<file path="config.mk">
export PLATFORM = sky130hd
export DESIGN_NAME = rf_wr_arbiter
export DESIGN_NICKNAME = d
export VERILOG_FILES = /design/src/rtl/rf_pkg.sv /design/src/rtl/rr_arb2.sv /design/src/rtl/rf_wr_arbiter.sv
export SDC_FILE = /design/constraint.sdc
export NUM_CORES = 1
export LEC_CHECK = 0
export BUFFER_PORTS_ARGS = -buffer_cell sky130_fd_sc_hd__buf_2
export CAP_MARGIN = 30
export CORE_MARGIN = 10
export CORE_UTILIZATION = 41
export CTS_BUF_LIST = sky130_fd_sc_hd__clkbuf_16
export CTS_CLUSTER_DIAMETER = 80
export CTS_CLUSTER_SIZE = 8
export DETAILED_ROUTE_END_ITERATION = 16
export PLACE_DENSITY_LB_ADDON = 0.1
export SLEW_MARGIN = 20
export SYNTH_ARGS = -nofsm -noshare
export SYNTH_HDL_FRONTEND = slang
export SYNTH_HIERARCHICAL = 1
export SYNTH_SLANG_ARGS = --single-unit
</file>
<file path="constraint.sdc">
create_clock -name clk -period 3.37 [get_ports clk]
set_clock_uncertainty 0.15 [all_clocks]
set_input_delay 0.674 -clock clk [delete_from_list [all_inputs] [get_ports clk]]
set_output_delay 0.674 -clock clk [all_outputs]
set_load 0.02 [all_outputs]
</file>
<file path="src/rtl/rf_pkg.sv">
// Shared register-file constants and the writeback request record used by the
// write-port arbiter and its clients.
package rf_pkg;

   localparam int unsigned RF_DATA_W   = 32;
   localparam int unsigned RF_ADDR_W   = 5;
   localparam int unsigned RF_ZERO_REG = 0;

   typedef struct packed {
      logic                 valid;
      logic [RF_ADDR_W-1:0] addr;
      logic [RF_DATA_W-1:0] data;
   } rf_wr_req_t;

endpackage

</file>
<file path="src/rtl/rr_arb2.sv">
// Two-way round-robin grant with a last-grant flop; on a tie the requester that
// did not win last time is granted. Reset leaves last grant at 1 so req[0] wins first.
module rr_arb2 (
   input  logic       clk,
   input  logic       rst_n,
   input  logic [1:0] req,
   input  logic       en,
   output logic [1:0] gnt
);

   logic last_q;

   always_comb begin
      gnt = 2'b00;
      if (en) begin
         unique case (req)
            2'b01:   gnt = 2'b01;
            2'b10:   gnt = 2'b10;
            2'b11:   gnt = last_q ? 2'b01 : 2'b10;
            default: gnt = 2'b00;
         endcase
      end
   end

   // A grant is only issued to an active request, so any grant is a transfer.
   always_ff @(posedge clk or negedge rst_n) begin
      if (!rst_n) begin
         last_q <= 1'b1;
      end else if (|gnt) begin
         last_q <= gnt[1];
      end
   end

endmodule

</file>
<file path="src/rtl/rf_wr_arbiter.sv">
// Shares the regfile write port between ALU (req0) and load (req1) writeback.
// Define RF_BYPASS_EN to forward the in-flight write onto both read ports.
module rf_wr_arbiter
   import rf_pkg::*;
#(
   parameter int unsigned DATA_W = RF_DATA_W,
   parameter int unsigned ADDR_W = RF_ADDR_W,
   parameter int unsigned CNT_W  = 16
) (
   input  logic              clk,
   input  logic              rst_n,
   input  logic              stall_i,
   input  logic              req0_valid_i,
   output logic              req0_ready_o,
   input  logic [ADDR_W-1:0] req0_addr_i,
   input  logic [DATA_W-1:0] req0_data_i,
   input  logic              req1_valid_i,
   output logic              req1_ready_o,
   input  logic [ADDR_W-1:0] req1_addr_i,
   input  logic [DATA_W-1:0] req1_data_i,
   output logic              Regwrite_o,
   output logic [ADDR_W-1:0] wa_o,
   output logic [DATA_W-1:0] wd_o,
   input  logic [ADDR_W-1:0] ra0_i,
   input  logic [ADDR_W-1:0] ra1_i,
   input  logic [DATA_W-1:0] rf_rd0_i,
   input  logic [DATA_W-1:0] rf_rd1_i,
   output logic [DATA_W-1:0] rd0_o,
   output logic [DATA_W-1:0] rd1_o,
   output logic [CNT_W-1:0]  conflict_cnt_o
);

   localparam logic [ADDR_W-1:0] ZeroReg = ADDR_W'(RF_ZERO_REG);

   logic [1:0]        gnt;
   logic              arb_en;
   logic [ADDR_W-1:0] win_addr;
   logic [DATA_W-1:0] win_data;
   logic              regwrite_q;
   logic [ADDR_W-1:0] wa_q;
   logic [DATA_W-1:0] wd_q;
   logic [CNT_W-1:0]  cnt_q;

   // Gating with rst_n keeps both readies low for the whole reset pulse.
   assign arb_en = rst_n & ~stall_i;

   rr_arb2 u_arb (
      .clk   (clk),
      .rst_n (rst_n),
      .req   ({req1_valid_i, req0_valid_i}),
      .en    (arb_en),
      .gnt   (gnt)
   );

   assign req0_ready_o = gnt[0];
   assign req1_ready_o = gnt[1];

   always_comb begin
      win_addr = gnt[1] ? req1_addr_i : req0_addr_i;
      win_data = gnt[1] ? req1_data_i : req0_data_i;
   end

   // r0 writes are consumed but never drive the write enable.
   always_ff @(posedge clk or negedge rst_n) begin
      if (!rst_n) begin
         regwrite_q <= 1'b0;
         wa_q       <= '0;
         wd_q       <= '0;
      end else if (|gnt) begin
         regwrite_q <= (win_addr != ZeroReg);
         wa_q       <= win_addr;
         wd_q       <= win_data;
      end else begin
         regwrite_q <= 1'b0;
      end
   end

   always_ff @(posedge clk or negedge rst_n) begin
      if (!rst_n) begin
         cnt_q <= '0;
      end else if (req0_valid_i && req1_valid_i && (cnt_q != {CNT_W{1'b1}})) begin
         cnt_q <= cnt_q + CNT_W'(1);
      end
   end

   assign Regwrite_o     = regwrite_q;
   assign wa_o           = wa_q;
   assign wd_o           = wd_q;
   assign conflict_cnt_o = cnt_q;

`ifdef RF_BYPASS_EN
   always_comb begin
      rd0_o = (regwrite_q && (wa_q == ra0_i) && (ra0_i != ZeroReg)) ? wd_q : rf_rd0_i;
      rd1_o = (regwrite_q && (wa_q == ra1_i) && (ra1_i != ZeroReg)) ? wd_q : rf_rd1_i;
   end
`else
   assign rd0_o = rf_rd0_i;
   assign rd1_o = rf_rd1_i;
`endif

endmodule
</file>
After elaboration in Yosys (flattened, before gate mapping)
Index checks and enable logic that the tools add are counted.
{"block": "word_totals", "register_bits": 55, "in_bits": 153, "out_inout_bits": 120, "word_cells": 22}
{"block": "op_classes", "addsub": 1, "eq_ne": 4, "n_mux": 6, "bitwise": 2, "n_reduce_logical": 4}
{"cell": "32-bit 2-to-1 mux", "count": 1}
{"cell": "16-bit by 1-bit adder with 16-bit output, second input constant", "count": 1}
{"cell": "16-bit != test, second input constant", "count": 1}
{"cell": "2-bit case mux with 3 select lines", "count": 1}
{"cell": "5-bit 2-to-1 mux", "count": 1}
{"cell": "5-bit nonzero test", "count": 1}
{"cell": "2-bit == test, second input constant", "count": 2}
{"cell": "2-bit 2-to-1 mux", "count": 2}
{"cell": "2-bit by 1-bit == test with 1-bit output, second input constant", "count": 1}
{"cell": "1-bit logical AND", "count": 2}
{"cell": "2-bit OR reduction", "count": 1}
{"cell": "1-bit AND", "count": 1}
{"cell": "1-bit 2-to-1 mux", "count": 1}
{"cell": "1-bit NOT", "count": 1}

Logic depth before layout (Yosys ltp)
Gate-level depths: netlist of the first run.
{"block": "depth", "word_depth": 6, "depth_mapped": 7, "depth_no_buf": 7}

Cells and area by module
Netlist of the first run, hierarchy kept.
{"module": "rf_wr_arbiter", "n_inst": 1, "cells_per_inst": 305, "area_per_inst_um2": 3062.9, "seq_area_each_um2": 1351.3}
{"module": "rr_arb2", "n_inst": 1, "cells_per_inst": 8, "area_per_inst_um2": 62.6, "seq_area_each_um2": 26.3}

Least setup slack after synthesis of the first run
No wires, ideal clock.
{"block": "synth_timing", "path_type": "input to register", "start": "input port rst_n", "end": "register wa_q[0], in the netlist wa_o[0]", "setup_ps": 133, "t_arrival_ps": 2205, "t_required_ps": 3087, "slack_ps": 882, "path_stages": 7, "path_buffers": 2, "path_cell_list": "nor2b_1 nand2_1 a21oi_1 buf_2 buf_2 mux2i_1 o21ai_0"}
{"block": "synth_between", "elab_chain_cells": 3, "elab_cells_between_ends": 4, "cone_classes": "mux (2); bitwise (1); reduce/logical (1)"}
{"element": "start, declared", "line_no": "rf_wr_arbiter.sv:11", "rtl": "input logic rst_n,"}
{"element": "1-bit AND", "line_no": "rf_wr_arbiter.sv:45", "rtl": "assign arb_en = rst_n & ~stall_i;"}
{"element": "2-bit 2-to-1 mux", "line_no": "rr_arb2.sv:15", "rtl": "if (en) begin"}
{"element": "net req0_ready_o", "line_no": "rf_wr_arbiter.sv:14", "rtl": "output logic req0_ready_o,"}
{"element": "2-bit OR reduction", "line_no": "rf_wr_arbiter.sv:69", "rtl": "end else if (|gnt) begin"}
{"element": "end signal, assigned", "line_no": "rf_wr_arbiter.sv:71", "rtl": "wa_q <= win_addr;"}
{"element": "end, declared", "line_no": "rf_wr_arbiter.sv:40", "rtl": "logic [ADDR_W-1:0] wa_q;"}
The timed path passes the listed nets, and every way through them passes these cells.
A chain may end at the register's enable or synchronous reset.

Final worst setup path of the first run
{"block": "layout_timing", "start": "input port rst_n", "end": "output port req1_ready_o"}
{"block": "layout_between", "elab_chain_cells": 2}
{"element": "1-bit AND", "line_no": "rf_wr_arbiter.sv:45"}
{"element": "net arb_en", "line_no": "rf_wr_arbiter.sv:36", "rtl": "logic arb_en;"}
{"element": "2-bit 2-to-1 mux", "line_no": "rr_arb2.sv:15"}
{"element": "end, declared", "line_no": "rf_wr_arbiter.sv:18", "rtl": "output logic req1_ready_o,"}
The timed path passes the listed nets, and every way through them passes these cells.

==> results of run 1 <==
## stage by stage
step | util | setup slack [ns]
detailed placement | 0.4723 | 0.9550
finish | 0.4909 | 1.097
floorplan | - | 0.8821
global placement | 0.4723 | 1.000
CTS | 0.4909 | 1.090
global route | 0.4909 | 1.045
## power breakdown
group / internal [mW] / leakage [nW] / switching, mW
clock: 0.268 / 0.0701 / 0.217
sequential: 0.813 / 0.687 / 0.115
combinational: 0.245 / 0.957 / 0.401
## cell families after synthesis
family | synth area share
AO/OA/AOI/OAI | 0.08967
flip-flops | 0.4408
AND/OR/NAND/NOR | 0.1289
adder cells (fa/ha/maj) | 0.004003
buffers and inverters | 0.1721
XOR/XNOR | 0.04203
multiplexers | 0.1225
## synthesized netlist by cell type, types with 2 or more instances
cell type,count
a21oi_1,3
and3_1,3
buf_1,3
buf_2,4
buf_4,64
clkbuf_1,5
dfrtp_1,54
inv_1,2
mux2_2,2
mux2i_1,36
nand2_1,48
nand3_1,3
nand4_1,6
nor2_1,3
nor2b_1,2
nor3_1,6
o21ai_0,38
xnor2_1,8
xor2_1,7
## critical path, cell delays in order
cell and delay (ns):
buf_2 0.09, nor2b_1 0.18, nand2_1 0.14, a21oi_4 0.17
buf_2 0.19
## cell type report
| type | count | area (sq um) |
|---|---|---|
| clock inverter | 3 | 11.26 |
| clock buffer | 5 | 125.1 |
| fill | 732 | 3732 |
| inverter | 2 | 7.507 |
| multi-input combinational | 180 | 1232 |
| sequential | 55 | 1378 |
| tap | 99 | 123.9 |
| timing repair buffer | 139 | 720.7 |
## worst min-delay path by stage
| stage | startpoint | endpoint | slack [ns] | cells past startpoint |
|---|---|---|---|---|
| floorplan | rst_n | Regwrite_o$_DFF_PN0_ | 0.23 | 0 |
| global placement | conflict_cnt_o[15]$_DFFE_PN0P_ | conflict_cnt_o[15]$_DFFE_PN0P_ | 0.36 | 1 |
| detailed placement | conflict_cnt_o[15]$_DFFE_PN0P_ | conflict_cnt_o[15]$_DFFE_PN0P_ | 0.36 | 1 |
| CTS | conflict_cnt_o[15]$_DFFE_PN0P_ | conflict_cnt_o[15]$_DFFE_PN0P_ | 0.37 | 1 |
| global route | conflict_cnt_o[15]$_DFFE_PN0P_ | conflict_cnt_o[15]$_DFFE_PN0P_ | 0.40 | 1 |
| finish | rst_n | conflict_cnt_o[2]$_DFFE_PN0P_ | 0.37 | 2 |
## per-layer routing
metal  wire length [um]  vias to the layer above  global-route usage
li1                   -                     1136                   -
met1               3338                     1077              0.1588
met2               4186                       97              0.2347
met3                614                       45             0.03653
met4                326                        0             0.08027
met5                  0                        -                   0
## registers in the layout, indices dropped and copies added (netlist names)
| register | count |
|---|---|
| Regwrite_o | 1 |
| wd_o | 32 |
| wa_o | 5 |
| conflict_cnt_o | 16 |
| u_arb/last_q | 1 |
==> results.toml, run 1 <==
[power_and_ir_drop]
finalPower_mw = 2.060
p_per_area_nw_per_um2 = 572.5
leakage_nw = 1.714
peakVddDrop_v = 0.0002654

[timing]
whs_ns = 0.3715
final-setup-viol-count = 0
worstMarginPinSlew_ns = 0.7054
fin_setup_tns_ns = 0
finalHoldViolations = 0
period_needed_ns = 2.273
clock.fmax_ghz = 0.4400
period_share = 0.6745
rsz0062_at_grt = "no"
maxSlewViolCount = 0
max-slew-margin-rel = 0.5297

[yosys]
netlist_area_sq_um = 3125
synth_fp_nets = 467
yosys-top-cells-area = "dfrtp_1 43%, buf_4 15%, mux2i_1 12%, o21ai_0 6.1%, nand2_1 5.8%"
ys_async_sr_fraction = 1.000
synth_seq_area_share = 0.4408
synth_edf_count = 0
yosysTopAreaCell = "dfrtp_1"
synthFlopType = "dfrtp_1"
ys_ff_latch = 55
synth.top_cell.area_share = 0.4323
synth.avg_cell_area_sq_um = 9.986
synth_warnings = 6
synth_cell_type_count = 35
syn_inst = 313

[worst_setup_path]
cp_max_fo = 3
r2r_setup_slack_ns = 1.34
critPathKind = "input pin to output pin"
r2r-start = "conflict_cnt_o[0]$_DFFE_PN0P_"
cp_data_required_time_ns = 2.55
crit_start = "rst_n"
crit_arrival_ns = 1.45
start_kind = "input pin"
cp-endpoint = "req1_ready_o"
end_kind = "output pin"
reg2reg_depth = 5
r2r-end = "conflict_cnt_o[15]$_DFFE_PN0P_"

[clocking]
cts_setup_buffers = 0
cts_root_buf = "clkbuf_16"
clockBufferDepth = 2
ctsHoldBuffers = 0
clock_sinks = 55
insertion_delay_ns = 0.28
cts_buffers = 5
cts_resized = 0
clk_pin_slew_ns = 0.07
htree_levels = 2
cts_tree = "done"

[floorplan]
die_y_um = 107.3
die_w_um = 107.3
start_util = 0.4264
die_area_sq_um = 11520
ios = 273
core_sq_um = 7331
rows = 31

[detailed_routing]
drc = 0
dr.pass1.iters = 4
via_count = 2355
dr.first_iter.drc_count = 65
antenna_left = 0
wire_per_inst_um = 17.53
drt_wl_total_um = 8465
viasPerCell = 4.876

[final_layout]
final_cells = 483
final_area_sq_um = 3598
area_delta_synth_final_pct = 15.13
antenna_cells = 0
final_common_cell = "buf_2"
drive_gt1_frac = 0.4089
nNetsFinal = 537
mostFrequentLayoutCells = "134 x buf_2, 54 x dfrtp_1, 48 x nand2_1"

[place]
gp_congestion = 0.7485
place_area_sq_um = 3462
dp_cells = 475
io_buffer_count = 134
place_hpwl_um = 6655

[global_routing]
antenna_found_initial = 0
grt_pass1_wl_um = 13280
grt_start_max_net_pins = 78
grt_pass1_vias = 2537
grt_overflow = 0
gr-usage-all-layers = 0.1405

[flow_run]
cap_violations = 0

[hold_path]
worstHoldPathType = "input pin to async pin"

[status]
status = "completed"
No activity file was read; power rests on OpenSTA's default activity.
==> run 2, diff against run 1 <==
--- a/config.mk
+++ b/config.mk
@@ -5,10 +5,11 @@
 export SDC_FILE = /design/constraint.sdc
 export NUM_CORES = 1
 export LEC_CHECK = 0
+export ABC_AREA = 1
 export BUFFER_PORTS_ARGS = -buffer_cell sky130_fd_sc_hd__buf_2
 export CAP_MARGIN = 30
 export CORE_MARGIN = 10
-export CORE_UTILIZATION = 41
+export CORE_UTILIZATION = 39
 export CTS_BUF_LIST = sky130_fd_sc_hd__clkbuf_16
 export CTS_CLUSTER_DIAMETER = 80
 export CTS_CLUSTER_SIZE = 8
==> constraint.sdc (replaced) <==
create_clock -name clk -period 2.2 [get_ports clk]
set_clock_uncertainty 0.15 [all_clocks]
set_input_delay 0.44 -clock clk [delete_from_list [all_inputs] [get_ports clk]]
set_output_delay 0.44 -clock clk [all_outputs]
set_load 0.02 [all_outputs]
==> results.toml, run 2 <==
[place]
dp_cells = 615
place_hpwl_um = 7478
post-place-ws_ns = -0.1582
io_buffer_count = 134
gp_congestion = 0.8034

[floorplan]
die_w_um = 112.3
core_sq_um = 8258
die_area_sq_um = 12600
die_y_um = 112.3
rows = 33
start_util = 0.4020
ios = 273

[timing]
rsz0062_at_grt = "no"
layout_setup_ws_ns = 0.08206
final-setup-viol-count = 0
finalHoldViolations = 0
whs_ns = 0.1743
max-slew-margin-rel = 0.5168
clock.fmax_ghz = 0.4722
period_needed_ns = 2.118
fin_setup_tns_ns = 0
worstMarginPinSlew_ns = 0.7248
period_share = 0.9627
maxSlewViolCount = 0

[final_layout]
final_cells = 626
area_delta_synth_final_pct = 14.74
nNetsFinal = 671
drive_gt1_frac = 0.3282
largest_register_ffs = 32
mostFrequentLayoutCells = "149 x nand2_1, 134 x buf_2, 74 x nand3_1"
final_common_cell = "nand2_1"

[worst_setup_path]
cp_max_fo = 14
start_kind = "flip-flop"
reg2reg_depth = 8
r2r-end = "wd_o[13]$_DFFE_PN0P_"
r2r_setup_slack_ns = 0.24
critPathKind = "flip-flop to output pin"
cp_data_required_time_ns = 1.61
end_kind = "output pin"
r2r-start = "u_arb/last_q$_DFFE_PN1P_"
crit_arrival_ns = 1.53

[flow_run]
cap_violations = 0

[global_routing]
gr-usage-all-layers = 0.1473
grt_overflow = 0
grt_pass1_vias = 3132
antenna_found_initial = 1
grt_start_max_net_pins = 56
grt_pass1_wl_um = 15780

[yosys]
netlist_area_sq_um = 3319
ys_ff_latch = 55
ys_async_sr_fraction = 1.000
syn_inst = 444
yosysMostFrequentCell = "nand2_1"
yosys.area_share.simple = 0.3513
synth_seq_area_share = 0.4150
yosysTopAreaCell = "dfrtp_1"
synth.avg_cell_area_sq_um = 7.476
synth_warnings = 6
synthMuxAreaShare = 0
synth_fp_nets = 598
synth_top_family_by_area = "simple AND/OR/NAND/NOR gates"
synthXorXnorAreaFrac = 0.01319
yosys-top-cells-area = "dfrtp_1 41%, nand2_1 17%, buf_4 14%, nand3_1 11%, inv_1 2.9%"
synth_fa_ha_area_frac = 0.003769
synth_edf_count = 0
synth.top_cell.area_share = 0.4071
synthFlopType = "dfrtp_1"
synth-compound-area-share = 0.02073
synth_commonest_cells = "149 x nand2_1, 74 x nand3_1, 64 x buf_4"
synth_cell_type_count = 28

[clocking]
clock_sinks = 55
insertion_delay_ns = 0.28
htree_levels = 2
cts_root_buf = "clkbuf_16"
cts_buffers = 5
cts_setup_buffers = 0
clk_pin_slew_ns = 0.07
cts_tree = "done"
clockBufferDepth = 2

[power_and_ir_drop]
finalPower_mw = 3.013
peakVddDrop_v = 0.0003464
leakage_nw = 2.074
p_per_area_nw_per_um2 = 791.2

[detailed_routing]
drc = 0
dr.first_iter.drc_count = 99
wire_per_inst_um = 15.30
viasPerCell = 4.772
via_count = 2987
dr.pass1.iters = 4
antenna_left = 0
drt_wl_total_um = 9575

[status]
status = "completed"

[hold_path]
worstHoldPathType = "input pin to async pin"
-- run 2: timing repair --
action,4_1_cts,5_1_grt
endpoints found under the setup margin,0,8
resized for setup,0,1
hold buffers,0,0
-- run 2: through the flow --
step | instance area [sq um] | util
final | 3809 | 0.4612
after global routing | 3801 | 0.4603
after CTS | 3796 | 0.4597
after detailed placement | 3659 | 0.4430
after global placement | 3659 | 0.4430
after floorplan | 3319 | -
-- run 2: kinds of logic (layout without fill, tap and decap cells) --
kind of cell    count (synthesis)  in the layout
compound gates                 11             11
buf+inv                       106            180
xor+xnor                        5              5
fa+ha+maj                       1              1
other cells                     0              3
simple gates                  266            266
flops                          55             55
-- run 2: cell type report --
class	instances	area (sq um)
sequential	55	1378
clock buffer	5	125.1
antenna	3	7.507
multi-input combinational	283	1300
fill	880	4449
clock inverter	3	12.51
tap	105	131.4
inverter	27	101.3
timing repair buffer	145	753.2
-- run 2: worst max-delay path by stage --
stage / startpoint / end / slack [ns] / cells after the start
3_3_place_gp: rst_n / wa_o[1]$_DFFE_PN0P_ / -0.13 / 11
6_report: u_arb/last_q$_DFFE_PN1P_ / req0_ready_o / 0.08 / 4
3_5_place_dp: rst_n / wa_o[1]$_DFFE_PN0P_ / -0.16 / 11
5_1_grt: rst_n / req0_ready_o / 0.01 / 7
4_1_cts: u_arb/last_q$_DFFE_PN1P_ / wa_o[1]$_DFFE_PN0P_ / 0.01 / 7
2_1_floorplan: rst_n / wd_o[0]$_DFFE_PN0P_ / 0.23 / 8
-- run 2: power by group --
part	internal [mW]	switching, mW
logic	0.326	0.570
clock network	0.413	0.353
registers	1.20	0.147
-- run 2: worst max-delay path, cell delays in order (launching register included) --
cell and delay [ns]:
dfstp_2 0.54, inv_1 0.05, a21oi_2 0.20, buf_4 0.25, buf_2 0.20
-- run 2: routing by layer --
layer / GRT usage / wire length, um
met1: 0.1652 / 3879
met3: 0.08733 / 1128
met2: 0.2348 / 4492
met4: 0.03469 / 74
met5: 0 / 0
